$ cat src/rtl/mcs4_bus_tracer.sv
// Passive MCS-4 bus tracer: follows the 8-phase instruction cycle from PHI2/SYNC and
// queues one {addr, OPR, OPA} record per fetched instruction in a FWFT FIFO.
module mcs4_bus_tracer #(
  parameter int FIFO_DEPTH = 16,
  parameter int CNT_W      = 8
) (
  input  logic                        clk_i,
  input  logic                        rst_i,
  input  logic                        PHI2_i,
  input  logic                        SYNC_i,
  input  logic [3:0]                  D_i,
  input  logic                        en_i,
  output logic [19:0]                 trace_data_o,
  output logic                        trace_valid_o,
  input  logic                        trace_ready_i,
  output logic [$clog2(FIFO_DEPTH):0] fifo_level_o,
  output logic                        locked_o,
  output logic [CNT_W-1:0]            sync_err_cnt_o,
  output logic [CNT_W-1:0]            ovf_cnt_o
);

  localparam int AW = $clog2(FIFO_DEPTH);
  localparam logic [AW:0] FULL_LVL = FIFO_DEPTH[AW:0];

  typedef enum logic { HUNT, TRACK } state_t;

  state_t      state, state_nxt;
  logic [2:0]  phase, phase_nxt;
  logic [4:0]  got, got_nxt;     // one bit per captured phase A1..M2
  logic        phi2_q, tick, sync_err, push;
  logic [11:0] addr;
  logic [3:0]  opr, opa;

  logic [19:0]   mem [FIFO_DEPTH];
  logic [AW-1:0] wr_ptr, rd_ptr;
  logic [AW:0]   level;
  logic          full, pop, wr_en, ovf;

  assign tick = phi2_q & ~PHI2_i;

  // NOTE: sequential state uses non-blocking assignments so every register samples
  // pre-edge values; combinational blocks use blocking assignments.
  always_ff @(posedge clk_i) begin
    if (rst_i) begin
      phi2_q <= 1'b0;
      state  <= HUNT;
      phase  <= 3'd0;
      got    <= 5'd0;
    end else begin
      phi2_q <= PHI2_i;
      state  <= state_nxt;
      phase  <= phase_nxt;
      got    <= got_nxt;
    end
  end

  // NOTE: every variable gets a default first so no path leaves one unassigned,
  // which would otherwise infer a latch.
  always_comb begin
    state_nxt = state;
    phase_nxt = phase;
    got_nxt   = got;
    sync_err  = 1'b0;
    push      = 1'b0;
    if (tick) begin
      if (state == HUNT) begin
        if (SYNC_i) begin
          state_nxt = TRACK;
          phase_nxt = 3'd0;
          got_nxt   = 5'd0;
        end
      end else if (SYNC_i) begin
        phase_nxt = 3'd0;
        got_nxt   = 5'd0;
        sync_err  = (phase != 3'd7);
      end else if (phase == 3'd7) begin
        state_nxt = HUNT;
        phase_nxt = 3'd0;
        got_nxt   = 5'd0;
        sync_err  = 1'b1;
      end else begin
        phase_nxt = phase + 3'd1;
        if (phase <= 3'd4) got_nxt[phase] = 1'b1;
        push = (phase == 3'd5) & en_i & (&got);
      end
    end
  end

  always_ff @(posedge clk_i) begin
    if (rst_i) begin
      addr <= 12'd0;
      opr  <= 4'd0;
      opa  <= 4'd0;
    end else if (tick && state == TRACK && !SYNC_i) begin
      case (phase)
        3'd0:    addr[3:0]  <= D_i;
        3'd1:    addr[7:4]  <= D_i;
        3'd2:    addr[11:8] <= D_i;
        3'd3:    opr        <= D_i;
        3'd4:    opa        <= D_i;
        default: ;
      endcase
    end
  end

  // A simultaneous pop frees the slot, so a push into a full FIFO still lands.
  assign full  = (level == FULL_LVL);
  assign pop   = trace_valid_o & trace_ready_i;
  assign wr_en = push & (~full | pop);
  assign ovf   = push & full & ~pop;

  // NOTE: the storage array is not reset; the level counter alone decides which
  // entries are meaningful, and the read data is masked while empty.
  always_ff @(posedge clk_i) begin
    if (wr_en) mem[wr_ptr] <= {addr, opr, opa};
  end

  always_ff @(posedge clk_i) begin
    if (rst_i) begin
      wr_ptr         <= '0;
      rd_ptr         <= '0;
      level          <= '0;
      sync_err_cnt_o <= '0;
      ovf_cnt_o      <= '0;
    end else begin
      if (wr_en) wr_ptr <= wr_ptr + 1'b1;
      if (pop)   rd_ptr <= rd_ptr + 1'b1;
      case ({wr_en, pop})
        2'b10:   level <= level + 1'b1;
        2'b01:   level <= level - 1'b1;
        default: ;
      endcase
      if (sync_err && sync_err_cnt_o != '1) sync_err_cnt_o <= sync_err_cnt_o + 1'b1;
      if (ovf && ovf_cnt_o != '1)           ovf_cnt_o      <= ovf_cnt_o + 1'b1;
    end
  end

  assign trace_valid_o = (level != '0);
  assign trace_data_o  = trace_valid_o ? mem[rd_ptr] : 20'd0;
  assign fifo_level_o  = level;
  assign locked_o      = (state == TRACK);

endmodule

$ cat config.mk
export PLATFORM = sky130hd
export DESIGN_NAME = mcs4_bus_tracer
export DESIGN_NICKNAME = d
export VERILOG_FILES = /design/src/rtl/mcs4_bus_tracer.sv
export SDC_FILE = /design/constraint.sdc
export NUM_CORES = 1
export LEC_CHECK = 0
export CAP_MARGIN = 15
export CORE_MARGIN = 5
export CORE_UTILIZATION = 55
export DETAILED_ROUTE_END_ITERATION = 12
export GPL_TIMING_DRIVEN = 0
export MAX_ROUTING_LAYER = met4
export PLACE_DENSITY = 0.82
export SLEW_MARGIN = 25
export SYNTH_ARGS = -nofsm -noshare
export SYNTH_HDL_FRONTEND = slang
export SYNTH_SLANG_ARGS = --single-unit
$ cat constraint.sdc
create_clock -name clk_i -period 4 [get_ports clk_i]
set_input_delay 0.8 -clock clk_i [delete_from_list [all_inputs] [get_ports clk_i]]
set_output_delay 0.8 -clock clk_i [all_outputs]
set_load 0.02 [all_outputs]
==> results.yml <==
cells_and_area:
  diodes: 0
  nNetsFinal: 957
  layout_commonest_cell: "edfxtp_1"
  fill_cells: 1754
  drive_gt1_share_pct: 19.62
  syn2layout_area_growth_pct: 15.49
  layout_common_cells: "edfxtp_1, mux4_2, dfxtp_1"
  design_area_sq_um: 17380
placement:
  placed_cell_area_sq_um: 16180
  dp_hpwl_um: 18970
  port_buffers: 52
  gp_congestion: 0.8027
logic_synthesis:
  syn_nets: 860
  synthXorXnorAreaFrac_pct: 1.281
  synth_mux_area_share_pct: 15.45
  ys_seq_area_share_pct: 72.25
  yosysUniqueCellTypes: 49
  syn_area_sq_um: 15050
  synthCells: 831
  yosys_warnings: 0
  synthArstFlopShare_pct: 0
  ys_ff_latch: 383
  synth_top_family_by_area: "multiplexers"
  postSynthAreaPerCell_sq_um: 18.11
  synth_edf_count: 320
  synthAdderAreaFrac_pct: 1.630
  ys.flop_type: "edfxtp_1"
  synth-compound-area-share_pct: 2.345
  yosys.area_share.simple_pct: 5.563
clock_tree:
  cts_max_level: 2
  clock_sinks: 383
  worstSkewPairLatency_ns: 0.52
  cts_tree: "built"
  clkSlewWorstSetupHoldPaths_ns: 0.06
  cts-root-buf: "clkbuf_16"
  cts_buffers: 37
  cts.path.max_buffers: 3
  holdBufCountCts: 0
status:
  status: "complete, no violations"
grt:
  grt.overflow.total: 0
  grt_pass1_vias: 8196
  grt_max_degree: 21
  antenna_found_initial: 0
  grt_usage_pct: 21.37
  grt_pass1_wl_um: 49010
timing:
  maxSlewViolCount: 0
  setup_violations: 0
  skew_ns: 0.01097
  clock.fmax_ghz: 0.2625
  relSlewSlack_pct: 40.75
  worst_pin_slew_ns: 0.8887
  finalHoldViolCount: 0
  layout_min_cycle_time_ns: 3.809
  rsz0062_at_grt: "no"
  post-route-period-util_pct: 95.23
  whs_ns: 0.4624
routing:
  drt_iter0_markers: 654
  drc: 0
  wl_met1_um: 12580
  wl_met2_um: 15600
  first_pass_iters: 5
  wl_um: 30810
  routedWlPerCell_um: 23.81
  wl_met3_um: 1955
  final_antenna_net_count: 0
  routed.top_layer: "met4"
  vias_per_cell: 6.093
  vias: 7884
worst_hold_path:
  min_path_type: "flop to flop"
floorplan:
  dieArea_sq_um: 30760
  die_w_um: 175.4
  core-area_sq_um: 26950
  io-pin-count: 53
  start_util_pct: 55.83
  die_h_um: 175.4
  fp-row-count: 60
critical_path:
  crit_type: "flop to output port"
  path_cells: "buf_1 > clkbuf_1 > mux2i_1 > o22ai_1 > clkdlybuf4s50_1"
  r2r_setup_slack_ns: 0.57
  critPathMaxStageDelay_ns: 0.70
  slowest_stage: "clkbuf_1"
  worst_ep_required_time_ns: 3.20
  start_kind: "flop"
  worst-path-max-fanout: 10
  cp-end-kind: "output port"
  cp.arrival_ns: 3.01
power:
  p_leak_nw: 5.898
  p_per_area_nw_per_um2: 442.3
  vdd_drop_max_mv: 0.3379
  power.total_mw: 7.686
flow_run:
  cap_violations: 0
[synthesized netlist by cell type, drive strengths merged, types with 2 or more instances]
master,instances,area [sq um]
o21ai,4,20.01
nor4,10,62.56
buf,15,87.58
nand2b,4,25.02
xnor2,15,131.4
nor3,11,60.06
clkbuf,27,101.4
nor2b,5,31.28
nor2,52,195.2
or3,2,12.51
mux4,80,1802
nand2,32,127.6
dfxtp,63,1261
nand4,5,46.29
inv,9,33.78
and3,2,12.51
xor2,7,61.31
mux2i,51,523.0
edfxtp,320,9609
and4b,2,20.02
o21a,4,30.03
a21oi,28,140.1
and4,4,37.54
nand3,27,135.1
o22ai,20,125.1
ha,18,225.2
[layout make-up]
| type | count | area (sq um) | share of cell area (%) |
|---|---|---|---|
| clock inverter | 16 | 160.2 | 0.9217 |
| multi-input combinational | 397 | 4064 | 23.39 |
| inverter | 9 | 33.78 | 0.1944 |
| timing repair buffer | 59 | 599.3 | 3.449 |
| clock buffer | 48 | 1010 | 5.811 |
| sequential | 383 | 10870 | 62.56 |
| tap | 341 | 426.7 | 2.455 |
| buffer | 41 | 212.7 | 1.224 |
[report_power, final]
part           switching [mW]  internal [mW]  total, mW  leakage, nW
Clock                    1.41           1.98       3.39        0.568
Combinational          0.0211         0.0138     0.0349         1.41
Sequential            0.00184           4.26       4.26         3.92
[timing repair]
item,CTS,global route
setup buffers,0,0
endpoints found under the setup margin,10,20
gates resized for setup,2,25
pin swaps,0,0
[layer usage]
layer	vias to the layer above	track usage [%]
li1	3501	-
met5	-	-
met4	0	5.696
met1	3949	28.95
met3	57	3.272
met2	377	34.61
[registers in the layout (all words and copies together), names as in the netlist, named ones only]
name / count
phase: 3
wr_ptr: 4
rd_ptr: 4
sync_err_cnt_o: 8
opa: 4
addr: 12
ovf_cnt_o: 8
mem: 320
opr: 4
got: 5
fifo_level_o: 5
locked_o: 1
phi2_q: 1
[logic make-up (layout without fill, tap and decap cells)]
| group | count (synthesis) | in the layout |
|---|---|---|
| AOI/OAI and AO/OA | 61 | 61 |
| DFF | 383 | 383 |
| and+or+nand+nor | 164 | 164 |
| adders and majority gates | 19 | 19 |
| xor gates and xnor gates | 22 | 22 |
| buffers and inverters | 51 | 173 |
| muxes | 131 | 131 |
[worst paths after layout]
kind | from | to | cells past startpoint
worst max-delay path | flop | trace_data_o[5] | 5
worst min-delay path | got[0] | got[0] | 1
worst min register to register | got[0] | got[0] | 1
worst max register to register | phase[0] | mem[3][6] | 9
[critical path, delay by kind of cell (launching register included)]
family,cells,cell delay (ns)
multiplexers,1,0.25
flip-flops,1,0.36
buffers and inverters,3,1.58
AO/OA/AOI/OAI,1,0.31
[metrics by stage]
step | cells | util (%) | setup slack (ns) | TNS [ns]
after global placement | 1224 | 59.34 | -1.520 | -189.00
after global routing | 1294 | 64.48 | 0.01762 | 0
after CTS | 1295 | 64.40 | -0.03935 | -0.2079
after floorplan | 831 | - | 0.2815 | 0
after detailed placement | 1231 | 60.05 | 0.01927 | 0
final | 1294 | 64.48 | 0.1909 | 0
(Power assumes the default switching activity.)
